$ cat config.mk
export PLATFORM = sky130hd
export DESIGN_NAME = mux_arbiter_flat
export DESIGN_NICKNAME = d
export VERILOG_FILES = /design/src/rtl/mux_arbiter_if.sv /design/src/rtl/mux_arbiter.sv /design/src/flat_wrapper.sv
export SDC_FILE = /design/constraint.sdc
export NUM_CORES = 1
export LEC_CHECK = 0
export CAP_MARGIN = 20
export CORE_AREA = 2 2 219 221
export DETAILED_ROUTE_END_ITERATION = 7
export DIE_AREA = 0 0 221 223
export GPL_TIMING_DRIVEN = 0
export PLACE_DENSITY_LB_ADDON = 0.1
export SLEW_MARGIN = 5
export SYNTH_ARGS = -nofsm -noshare
export SYNTH_HDL_FRONTEND = slang
export SYNTH_SLANG_ARGS = --single-unit
$ cat constraint.sdc
create_clock -name clk -period 2.6 [get_ports clk]
set_input_delay 0.52 -clock clk [delete_from_list [all_inputs] [get_ports clk]]
set_output_delay 0.52 -clock clk [all_outputs]
set_load 0.01 [all_outputs]
$ cat src/rtl/mux_arbiter_if.sv
`default_nettype none
// ============================================================================
//  Module      : mux_arbiter_if
//  Description : Requester, downstream and status bundle for mux_arbiter.
//  Revision    : 1.0 - initial release
// ============================================================================
interface mux_arbiter_if #(
    parameter int DATA_W = 136
);
    logic [2:0]        in_valid;
    logic [2:0]        in_last;
    logic [DATA_W-1:0] in_data_1;
    logic [DATA_W-1:0] in_data_2;
    logic [DATA_W-1:0] in_data_3;
    logic [2:0]        in_ready;
    logic              out_valid;
    logic [DATA_W-1:0] out_data;
    logic              out_last;
    logic              out_ready;
    logic [1:0]        mux_sel;
    logic              busy;
    logic              overrun;

    modport master (
        output in_valid, in_last, in_data_1, in_data_2, in_data_3, out_ready,
        input  in_ready, out_valid, out_data, out_last, mux_sel, busy, overrun
    );

    modport slave (
        input  in_valid, in_last, in_data_1, in_data_2, in_data_3, out_ready,
        output in_ready, out_valid, out_data, out_last, mux_sel, busy, overrun
    );
endinterface
`default_nettype wire

$ cat src/rtl/mux_arbiter.sv
`default_nettype none
// ============================================================================
//  Module      : mux_arbiter
//  Description : Round-robin burst arbiter for a 3-input datapath mux with a
//                registered valid/ready output stage and beat-limit release.
//  Revision    : 1.0 - initial release
// ============================================================================
module mux_arbiter #(
    parameter int DATA_W    = 136,
    parameter int MAX_BEATS = 16
) (
    input  wire logic     clk,
    input  wire logic     rst_n,
    mux_arbiter_if.slave  bus
);
    typedef enum logic [0:0] {
        ST_IDLE  = 1'b0,
        ST_BURST = 1'b1
    } state_t;

    localparam logic [7:0] c_LAST_CNT = 8'(MAX_BEATS - 1);

    state_t            state_q, state_d;
    logic [1:0]        mux_sel_q, mux_sel_d;
    logic [1:0]        last_grant_q, last_grant_d;
    logic [7:0]        beat_cnt_q, beat_cnt_d;
    logic              out_valid_q, out_valid_d;
    logic              out_last_q, out_last_d;
    logic [DATA_W-1:0] out_data_q, out_data_d;
    logic              overrun_q, overrun_d;

    logic              w_can_load, w_sel_valid, w_sel_last, w_accept;
    logic              w_at_limit, w_end;
    logic [DATA_W-1:0] w_sel_data;
    logic [2:0]        w_in_ready;
    logic [1:0]        w_c1, w_c2, w_c3, w_winner;

    assign w_can_load = ~out_valid_q | bus.out_ready;
    assign w_at_limit = (beat_cnt_q == c_LAST_CNT);

    always_comb begin
        w_sel_valid = bus.in_valid[2];
        w_sel_last  = bus.in_last[2];
        w_sel_data  = bus.in_data_3;
        w_in_ready  = 3'b000;
        case (mux_sel_q)
            2'd0: begin
                w_sel_valid = bus.in_valid[0];
                w_sel_last  = bus.in_last[0];
                w_sel_data  = bus.in_data_1;
                w_in_ready  = 3'b001;
            end
            2'd1: begin
                w_sel_valid = bus.in_valid[1];
                w_sel_last  = bus.in_last[1];
                w_sel_data  = bus.in_data_2;
                w_in_ready  = 3'b010;
            end
            default: w_in_ready = 3'b100;
        endcase
        if (!((state_q == ST_BURST) && w_can_load)) begin
            w_in_ready = 3'b000;
        end
    end

    assign w_accept = (state_q == ST_BURST) & w_sel_valid & w_can_load;
    assign w_end    = w_accept & (w_sel_last | w_at_limit);

    // Search order starts just after the previous winner.
    always_comb begin
        case (last_grant_q)
            2'd0:    begin w_c1 = 2'd1; w_c2 = 2'd2; w_c3 = 2'd0; end
            2'd1:    begin w_c1 = 2'd2; w_c2 = 2'd0; w_c3 = 2'd1; end
            default: begin w_c1 = 2'd0; w_c2 = 2'd1; w_c3 = 2'd2; end
        endcase
        if (bus.in_valid[w_c1])      w_winner = w_c1;
        else if (bus.in_valid[w_c2]) w_winner = w_c2;
        else                         w_winner = w_c3;
    end

    always_comb begin
        state_d      = state_q;
        mux_sel_d    = mux_sel_q;
        last_grant_d = last_grant_q;
        beat_cnt_d   = beat_cnt_q;
        out_valid_d  = out_valid_q;
        out_last_d   = out_last_q;
        out_data_d   = out_data_q;
        overrun_d    = 1'b0;

        if (w_accept) begin
            out_valid_d = 1'b1;
            out_data_d  = w_sel_data;
            out_last_d  = w_sel_last | w_at_limit;
        end else if (bus.out_ready) begin
            out_valid_d = 1'b0;
        end

        case (state_q)
            ST_IDLE: begin
                if (|bus.in_valid) begin
                    state_d    = ST_BURST;
                    mux_sel_d  = w_winner;
                    beat_cnt_d = 8'd0;
                end
            end
            default: begin
                if (w_end) begin
                    state_d      = ST_IDLE;
                    last_grant_d = mux_sel_q;
                    beat_cnt_d   = 8'd0;
                    overrun_d    = ~w_sel_last;
                end else if (w_accept) begin
                    beat_cnt_d = beat_cnt_q + 8'd1;
                end
            end
        endcase
    end

    always_ff @(posedge clk or negedge rst_n) begin
        if (!rst_n) begin
            state_q      <= ST_IDLE;
            mux_sel_q    <= 2'd0;
            last_grant_q <= 2'd2;
            beat_cnt_q   <= 8'd0;
            out_valid_q  <= 1'b0;
            out_last_q   <= 1'b0;
            out_data_q   <= '0;
            overrun_q    <= 1'b0;
        end else begin
            state_q      <= state_d;
            mux_sel_q    <= mux_sel_d;
            last_grant_q <= last_grant_d;
            beat_cnt_q   <= beat_cnt_d;
            out_valid_q  <= out_valid_d;
            out_last_q   <= out_last_d;
            out_data_q   <= out_data_d;
            overrun_q    <= overrun_d;
        end
    end

    assign bus.in_ready  = w_in_ready;
    assign bus.out_valid = out_valid_q;
    assign bus.out_data  = out_data_q;
    assign bus.out_last  = out_last_q;
    assign bus.mux_sel   = mux_sel_q;
    assign bus.busy      = (state_q == ST_BURST);
    assign bus.overrun   = overrun_q;
endmodule
`default_nettype wire

$ cat src/flat_wrapper.sv
// flat-port wrapper written by rule: the top's interface ports become plain ports
module mux_arbiter_flat 
#(
    parameter int DATA_W    = 136,
    parameter int MAX_BEATS = 16
)
  (clk, rst_n, bus_in_valid, bus_in_last, bus_in_data_1, bus_in_data_2, bus_in_data_3, bus_out_ready, bus_in_ready, bus_out_valid, bus_out_data, bus_out_last, bus_mux_sel, bus_busy, bus_overrun);
  mux_arbiter_if #(.DATA_W(DATA_W)) bus_i ();
  input  wire logic clk;
  input  wire logic rst_n;
  input wire logic [$bits(bus_i.in_valid)-1:0] bus_in_valid;
  input wire logic [$bits(bus_i.in_last)-1:0] bus_in_last;
  input wire logic [$bits(bus_i.in_data_1)-1:0] bus_in_data_1;
  input wire logic [$bits(bus_i.in_data_2)-1:0] bus_in_data_2;
  input wire logic [$bits(bus_i.in_data_3)-1:0] bus_in_data_3;
  input wire logic [$bits(bus_i.out_ready)-1:0] bus_out_ready;
  output wire logic [$bits(bus_i.in_ready)-1:0] bus_in_ready;
  output wire logic [$bits(bus_i.out_valid)-1:0] bus_out_valid;
  output wire logic [$bits(bus_i.out_data)-1:0] bus_out_data;
  output wire logic [$bits(bus_i.out_last)-1:0] bus_out_last;
  output wire logic [$bits(bus_i.mux_sel)-1:0] bus_mux_sel;
  output wire logic [$bits(bus_i.busy)-1:0] bus_busy;
  output wire logic [$bits(bus_i.overrun)-1:0] bus_overrun;
  assign bus_i.in_valid = bus_in_valid;
  assign bus_i.in_last = bus_in_last;
  assign bus_i.in_data_1 = bus_in_data_1;
  assign bus_i.in_data_2 = bus_in_data_2;
  assign bus_i.in_data_3 = bus_in_data_3;
  assign bus_i.out_ready = bus_out_ready;
  assign bus_in_ready = bus_i.in_ready;
  assign bus_out_valid = bus_i.out_valid;
  assign bus_out_data = bus_i.out_data;
  assign bus_out_last = bus_i.out_last;
  assign bus_mux_sel = bus_i.mux_sel;
  assign bus_busy = bus_i.busy;
  assign bus_overrun = bus_i.overrun;
  mux_arbiter #(.DATA_W(DATA_W), .MAX_BEATS(MAX_BEATS)) u_core (.clk(clk), .rst_n(rst_n), .bus(bus_i));
endmodule
==> results of run 1 <==
## flip-flops by register name (all words and copies together), names as in the netlist
signal                count
u_core.bus.busy           1
u_core.bus.out_valid      1
u_core.last_grant_q       2
u_core.bus.out_last       1
u_core.bus.overrun        1
u_core.bus.mux_sel        2
u_core.beat_cnt_q         8
u_core.bus.out_data     136
## worst paths after layout
check                                                end                      from  slack (ns)
worst min-delay path             u_core.bus.out_data[62]                     rst_n        0.01
worst max register to register  u_core.bus.out_data[128]     u_core.bus.mux_sel[1]        0.33
worst max-delay path                     bus_in_ready[1]     u_core.bus.mux_sel[1]        0.11
min in group clk                u_core.bus.out_data[131]  u_core.bus.out_data[131]        0.48
max in group asynchronous       u_core.bus.out_data[108]                     rst_n        1.72
worst min register to register  u_core.bus.out_data[131]  u_core.bus.out_data[131]        0.48
## where the power goes
group	internal (mW)	switching (mW)	total, mW
clock network	1.68	1.02	2.70
logic	4.43	5.19	9.61
registers	3.52	0.625	4.14
## per-stage QoR
step | TNS [ns] | utilization (%)
finish | 0 | 33.0
global route | 0 | 33.0
CTS | 0 | 33.0
detailed placement | -18.41 | 31.6
global placement | -916.36 | 31.5
floorplan | 0 | -
## per-layer routing
metal | vias up | routed length (µm)
met3 | 14 | 2780
met1 | 4367 | 16900
met2 | 296 | 21000
met4 | 0 | 238
li1 | 4592 | -
met5 | - | 0
## final cells by class
class,count,area share (%)
repair buffers,564,36.5
clock inverters,8,0.918
multi-input cells,756,27.3
clock buffers,24,3.10
plain buffers,80,2.63
well taps,615,4.95
flip-flops and latches,152,24.5
inverters,3,0.0724
## worst reg2reg max path, delay by kind of cell, from the launching register on
kind                   cells  cell delay, ns
buffers and inverters      3            1.39
AO/OA/AOI/OAI              2            0.41
flip-flops                 1            0.39
## cells by family after synthesis
kind of cell | synth area share, %
multiplexers | 16.8
flip-flops | 45.0
AO/OA/AOI/OAI | 18.6
buffers and inverters | 4.71
AND/OR/NAND/NOR | 14.7
adder cells (fa/ha/maj) | 0.148
## what timing repair did
item	4_1_cts	5_1_grt
gates resized for setup	17	0
endpoints found under the setup margin	33	0
hold endpoints to repair	0	0
## Yosys cell counts (4+ instances only)
library cell,n
buf_4,8
buf_2,26
nand2_1,144
o21ai_1,6
clkbuf_1,42
mux2i_1,137
a21oi_1,138
nor3_1,4
dfrtp_1,151
o21ai_0,139
nor2_1,140
nand4_1,5
nand3_1,14
o211ai_1,6
==> impl_metrics.json, run 1 <==
{
  "grt_max_degree": 88,
  "antenna_found_initial": 0,
  "grtUsageMet1_pct": 19.3,
  "synth_top_area_cell": "dfrtp_1",
  "first_pass_iters": 4,
  "grt_pass1_wl_um": 61900,
  "nNetsFinal": 1992,
  "multi_input_area_mm2": 0.00425,
  "synth_cell_type_count": 38,
  "path_max_fanout": 10,
  "slowest_stage": "dfrtp_1",
  "critPathKind": "reg2out",
  "cts_sinks": 152,
  "slew_headroom_pct": 38.9,
  "slowest_delay_ns": 0.41,
  "die_x_um": 221,
  "cts_buffer_depth": 2,
  "route.detailed.drc": 0,
  "layout_setup_ws_ns": 0.114,
  "final.period_utilization_pct": 95.6,
  "end_kind": "output pin",
  "ir_drop_mv": 0.484,
  "fin_crit_ns": 2.49,
  "instances_no_fill": 2202,
  "final_cell_mix": "clkdlybuf4s50_1, dfrtp_1, nand2_1, nor2_1, o21ai_0",
  "finClkSkew_ns": 0.00811,
  "area_growth_pct": 83.9,
  "seqCellArea_mm2": 0.00380,
  "io_pins": 562,
  "crit_arrival_ns": 1.97,
  "finalWirelength_um": 40900,
  "synth_fp_nets": 1411,
  "start_util_pct": 17.9,
  "clk_pin_slew_ns": 0.06,
  "grt_pass1_vias": 9871,
  "dp.cells": 2172,
  "min_path_type": "in2async",
  "synth_area_mm2": 0.00845,
  "synth_edf_count": 0,
  "numCtsBuffers": 17,
  "vias_per_cell": 4.21,
  "drive_gt1_share_pct": 5.10,
  "fmax_mhz": 402,
  "tritoncts": "built",
  "crit_family": "buffers and inverters",
  "postCtsSetupRepairBufs": 0,
  "grt_busiest_layer": "met2",
  "synth.area.top_cells": "dfrtp_1, mux2i_1, o21ai_0, a21oi_1, nand2_1",
  "syn_area_per_cell_um2": 8.51,
  "hold_viol": 0,
  "critical_path_cell_count": 5,
  "worstPathRequired_ns": 2.08,
  "ys.flop_type": "dfrtp_1",
  "coreArea_mm2": 0.0471,
  "crit_top_cell": "clkbuf_8",
  "grt_overflow": 0,
  "post-dp-hpwl_um": 33500,
  "rsz0062_at_grt": "no",
  "clkLatencyLatePin_ns": 0.43,
  "antenna_cells": 0,
  "grt_usage_pct": 16.5,
  "yosys_warnings": 0,
  "async_flop_share_pct": 100,
  "gp_congestion": 0.775,
  "grt_use_met2_pct": 29.7,
  "cts.htree.levels": 4,
  "finalSetupViolations": 0,
  "fill_cells": 5051,
  "drv_cap": 0,
  "rr_worst_depth": 5,
  "power_density_mw_per_mm2": 1060,
  "netlist.area_leader.share_pct": 44.7,
  "final_cell_area_mm2": 0.0155,
  "synthCells": 993,
  "leakagePower_nw": 6.49,
  "path_cells": "buf_6 -> clkbuf_8 -> clkbuf_8 -> nor3b_1 -> clkdlybuf4s15_2",
  "tightest_slew_ns": 0.917,
  "dpl_cell_area_mm2": 0.0149,
  "num_rows": 80,
  "finalMaxSlewViolations": 0,
  "cts_hold_buf": 0,
  "dp_slack_ns": -0.657,
  "grt_use_met3_pct": 5.28,
  "drtAntennaViolNets": 0,
  "wire_per_inst_um": 18.6,
  "status": "finished, final reports clean",
  "die-area_mm2": 0.0493,
  "ys_seq_area_share_pct": 45.0,
  "start_kind": "flip-flop",
  "synth_seq_cells": 152,
  "die_h_um": 223,
  "timing.hold.ws_ns": 0.0118,
  "finalPower_mw": 16.5,
  "routed-via-count": 9269,
  "port-buffer-count": 561,
  "mostFrequentLayoutCell": "clkdlybuf4s50_1",
  "cts-root-buf": "clkbuf_16",
  "critical_path_buf_inv_count": 4,
  "drt_iter0_drc": 335
}
Power figures use the tool's default switching activity.
==> run 2: changes to the inputs <==
--- a/config.mk
+++ b/config.mk
@@ -7,6 +7,7 @@
 export LEC_CHECK = 0
 export CAP_MARGIN = 20
 export CORE_AREA = 2 2 219 221
+export CTS_CLUSTER_DIAMETER = 200
 export DETAILED_ROUTE_END_ITERATION = 7
 export DIE_AREA = 0 0 221 223
 export GPL_TIMING_DRIVEN = 0
==> results of run 2 <==
Same layout as run 1: the final DEF is identical, and so are final timing and power.
==> run 3: changes to the inputs <==
--- a/config.mk
+++ b/config.mk
@@ -5,7 +5,6 @@
 export SDC_FILE = /design/constraint.sdc
 export NUM_CORES = 1
 export LEC_CHECK = 0
-export CAP_MARGIN = 20
 export CORE_AREA = 2 2 219 221
 export CTS_CLUSTER_DIAMETER = 200
 export DETAILED_ROUTE_END_ITERATION = 7
==> run 3 against run 2 <==
Power about the same. Cell count unchanged. First-iteration DRC count increased by 6.3%. Critical path depth unchanged. Critical path type unchanged. Setup slack got worse by 0.025 ns. Hold slack got worse by 0.0015 ns.
==> impl_metrics.json, run 3 (same netlist as run 1, synthesis figures left out) <==
{
  "first_pass_iters": 4,
  "seqPwrFrac_pct": 25.2,
  "cts_sinks": 152,
  "ir_drop_mv": 0.408,
  "path_max_fanout": 10,
  "mostFrequentLayoutCell": "clkdlybuf4s50_1",
  "status": "finished, final reports clean",
  "combPwrFrac_pct": 58.1,
  "critPathKind": "reg2out",
  "coreArea_mm2": 0.0471,
  "slew_headroom_pct": 42.3,
  "routed-via-count": 9223,
  "worstPathRequired_ns": 2.08,
  "clk_pin_slew_ns": 0.07,
  "min_path_type": "in2async",
  "switching_share_pct": 41.6,
  "finClkSkew_ns": 0.00961,
  "r2r-start": "u_core.bus.mux_sel[1]",
  "start_kind": "flip-flop",
  "seqCellArea_mm2": 0.00380,
  "crit_arrival_ns": 1.99,
  "die_x_um": 221,
  "wire_per_inst_um": 18.5,
  "post-dp-hpwl_um": 33200,
  "p_clk_share_pct": 16.7,
  "num_rows": 80,
  "finalWirelength_um": 40800,
  "io_pins": 562,
  "start_util_pct": 17.9,
  "finalPower_mw": 16.4,
  "power_density_mw_per_mm2": 1060,
  "die-area_mm2": 0.0493,
  "rsz0062_at_grt": "no",
  "drv_cap": 0,
  "multi_input_area_mm2": 0.00425,
  "leakagePower_nw": 6.49,
  "grt_usage_pct": 16.5,
  "final_cell_mix": "clkdlybuf4s50_1, dfrtp_1, nand2_1, nor2_1, o21ai_0",
  "grt_overflow": 0,
  "drive_gt1_share_pct": 5.23,
  "tightest_slew_ns": 0.865,
  "dp.cells": 2170,
  "tritoncts": "built",
  "fin_setup_tns_ns": 0,
  "fill_cells": 5054,
  "grt_use_met3_pct": 5.02,
  "die_h_um": 223,
  "antenna_found_initial": 2,
  "drtAntennaViolNets": 0,
  "largest_reg_flops": 136,
  "grt_pass1_wl_um": 61700,
  "p_int_mw": 9.61,
  "grt_busiest_layer": "met2",
  "cts.htree.levels": 4,
  "grt_use_met2_pct": 29.7,
  "port-buffer-count": 561,
  "hold_viol": 0,
  "fin_crit_ns": 2.51,
  "fmax_mhz": 398,
  "clkLatencyLatePin_ns": 0.44,
  "nNetsFinal": 1991,
  "grt_pass1_vias": 9850,
  "r2r-end": "u_core.bus.out_data[128]",
  "instances_no_fill": 2202,
  "grt_max_degree": 88,
  "finalSetupViolations": 0,
  "cts_buffer_depth": 2,
  "gp_congestion": 0.775,
  "rr_worst_depth": 5,
  "cts-root-buf": "clkbuf_16",
  "numCtsBuffers": 17,
  "finalMaxSlewViolations": 0,
  "timing.hold.ws_ns": 0.0102,
  "area_growth_pct": 83.9,
  "final.period_utilization_pct": 96.6,
  "rrSetupSlack_ns": 0.35,
  "route.detailed.drc": 0,
  "drt_iter0_drc": 356,
  "vias_per_cell": 4.19,
  "end_kind": "output pin",
  "grtUsageMet1_pct": 19.4,
  "cts_hold_buf": 0,
  "p_switching_mw": 6.84
}
-- run 3: power by group through the flow --
stage	clock (mW)	sequential (mW)	combinational [mW]
floorplan	0	4.61	4.36
global placement	0	4.14	9.85
detailed placement	0	4.18	9.85
CTS	2.84	4.16	9.87
global route	2.93	4.31	10.7
finish	2.74	4.14	9.56
-- run 3: worst max-delay path by stage --
stage,start,endpoint,cells after the start
3_5_place_dp,u_core.bus.mux_sel[0],bus_in_ready[1],5
6_report,u_core.bus.mux_sel[1],bus_in_ready[1],5
4_1_cts,u_core.bus.mux_sel[1],bus_in_ready[1],5
3_3_place_gp,rst_n,u_core.bus.out_data[0],1
2_1_floorplan,u_core.bus.mux_sel[1],bus_in_ready[2],4
5_1_grt,u_core.bus.mux_sel[1],bus_in_ready[1],5
-- run 3: stage by stage --
stage               area, µm²  utilization [%]  setup slack (ns)
global route            15500             33.0           0.00729
finish                  15500             33.0            0.0893
floorplan                8450                -             0.671
global placement        14800             31.5             -5.96
detailed placement      14900             31.5            -0.848
CTS                     15500             33.0            0.0340
-- run 3: worst max-delay path: stages (launching register included) --
cell	delay (ns)
dfrtp_1	0.41
buf_6	0.17
clkbuf_8	0.18
clkbuf_8	0.19
nor3b_1	0.23
clkdlybuf4s15_1	0.35
-- run 3: area by class of cell --
class	count	area share (%)
timing repair buffer	562	36.3
multi-input combinational	756	27.3
sequential	152	24.5
tap	615	4.95
clock buffer	21	3.03
buffer	81	2.71
clock inverter	11	1.08
inverter	3	0.0725
antenna	1	0.0161
-- run 3: timing repair --
| item | in CTS | in global routing |
|---|---|---|
| gates resized for setup | 16 | 4 |
| pin swaps | 0 | 0 |
| setup endpoints to repair | 98 | 9 |
| setup buffers | 0 | 0 |
-- run 3: layer usage --
metal | routed length (µm) | share of wire (%)
met1 | 17000 | 42
met2 | 20900 | 51
met3 | 2540 | 6.2
met4 | 290 | 0.71
met5 | 13 | 0.032
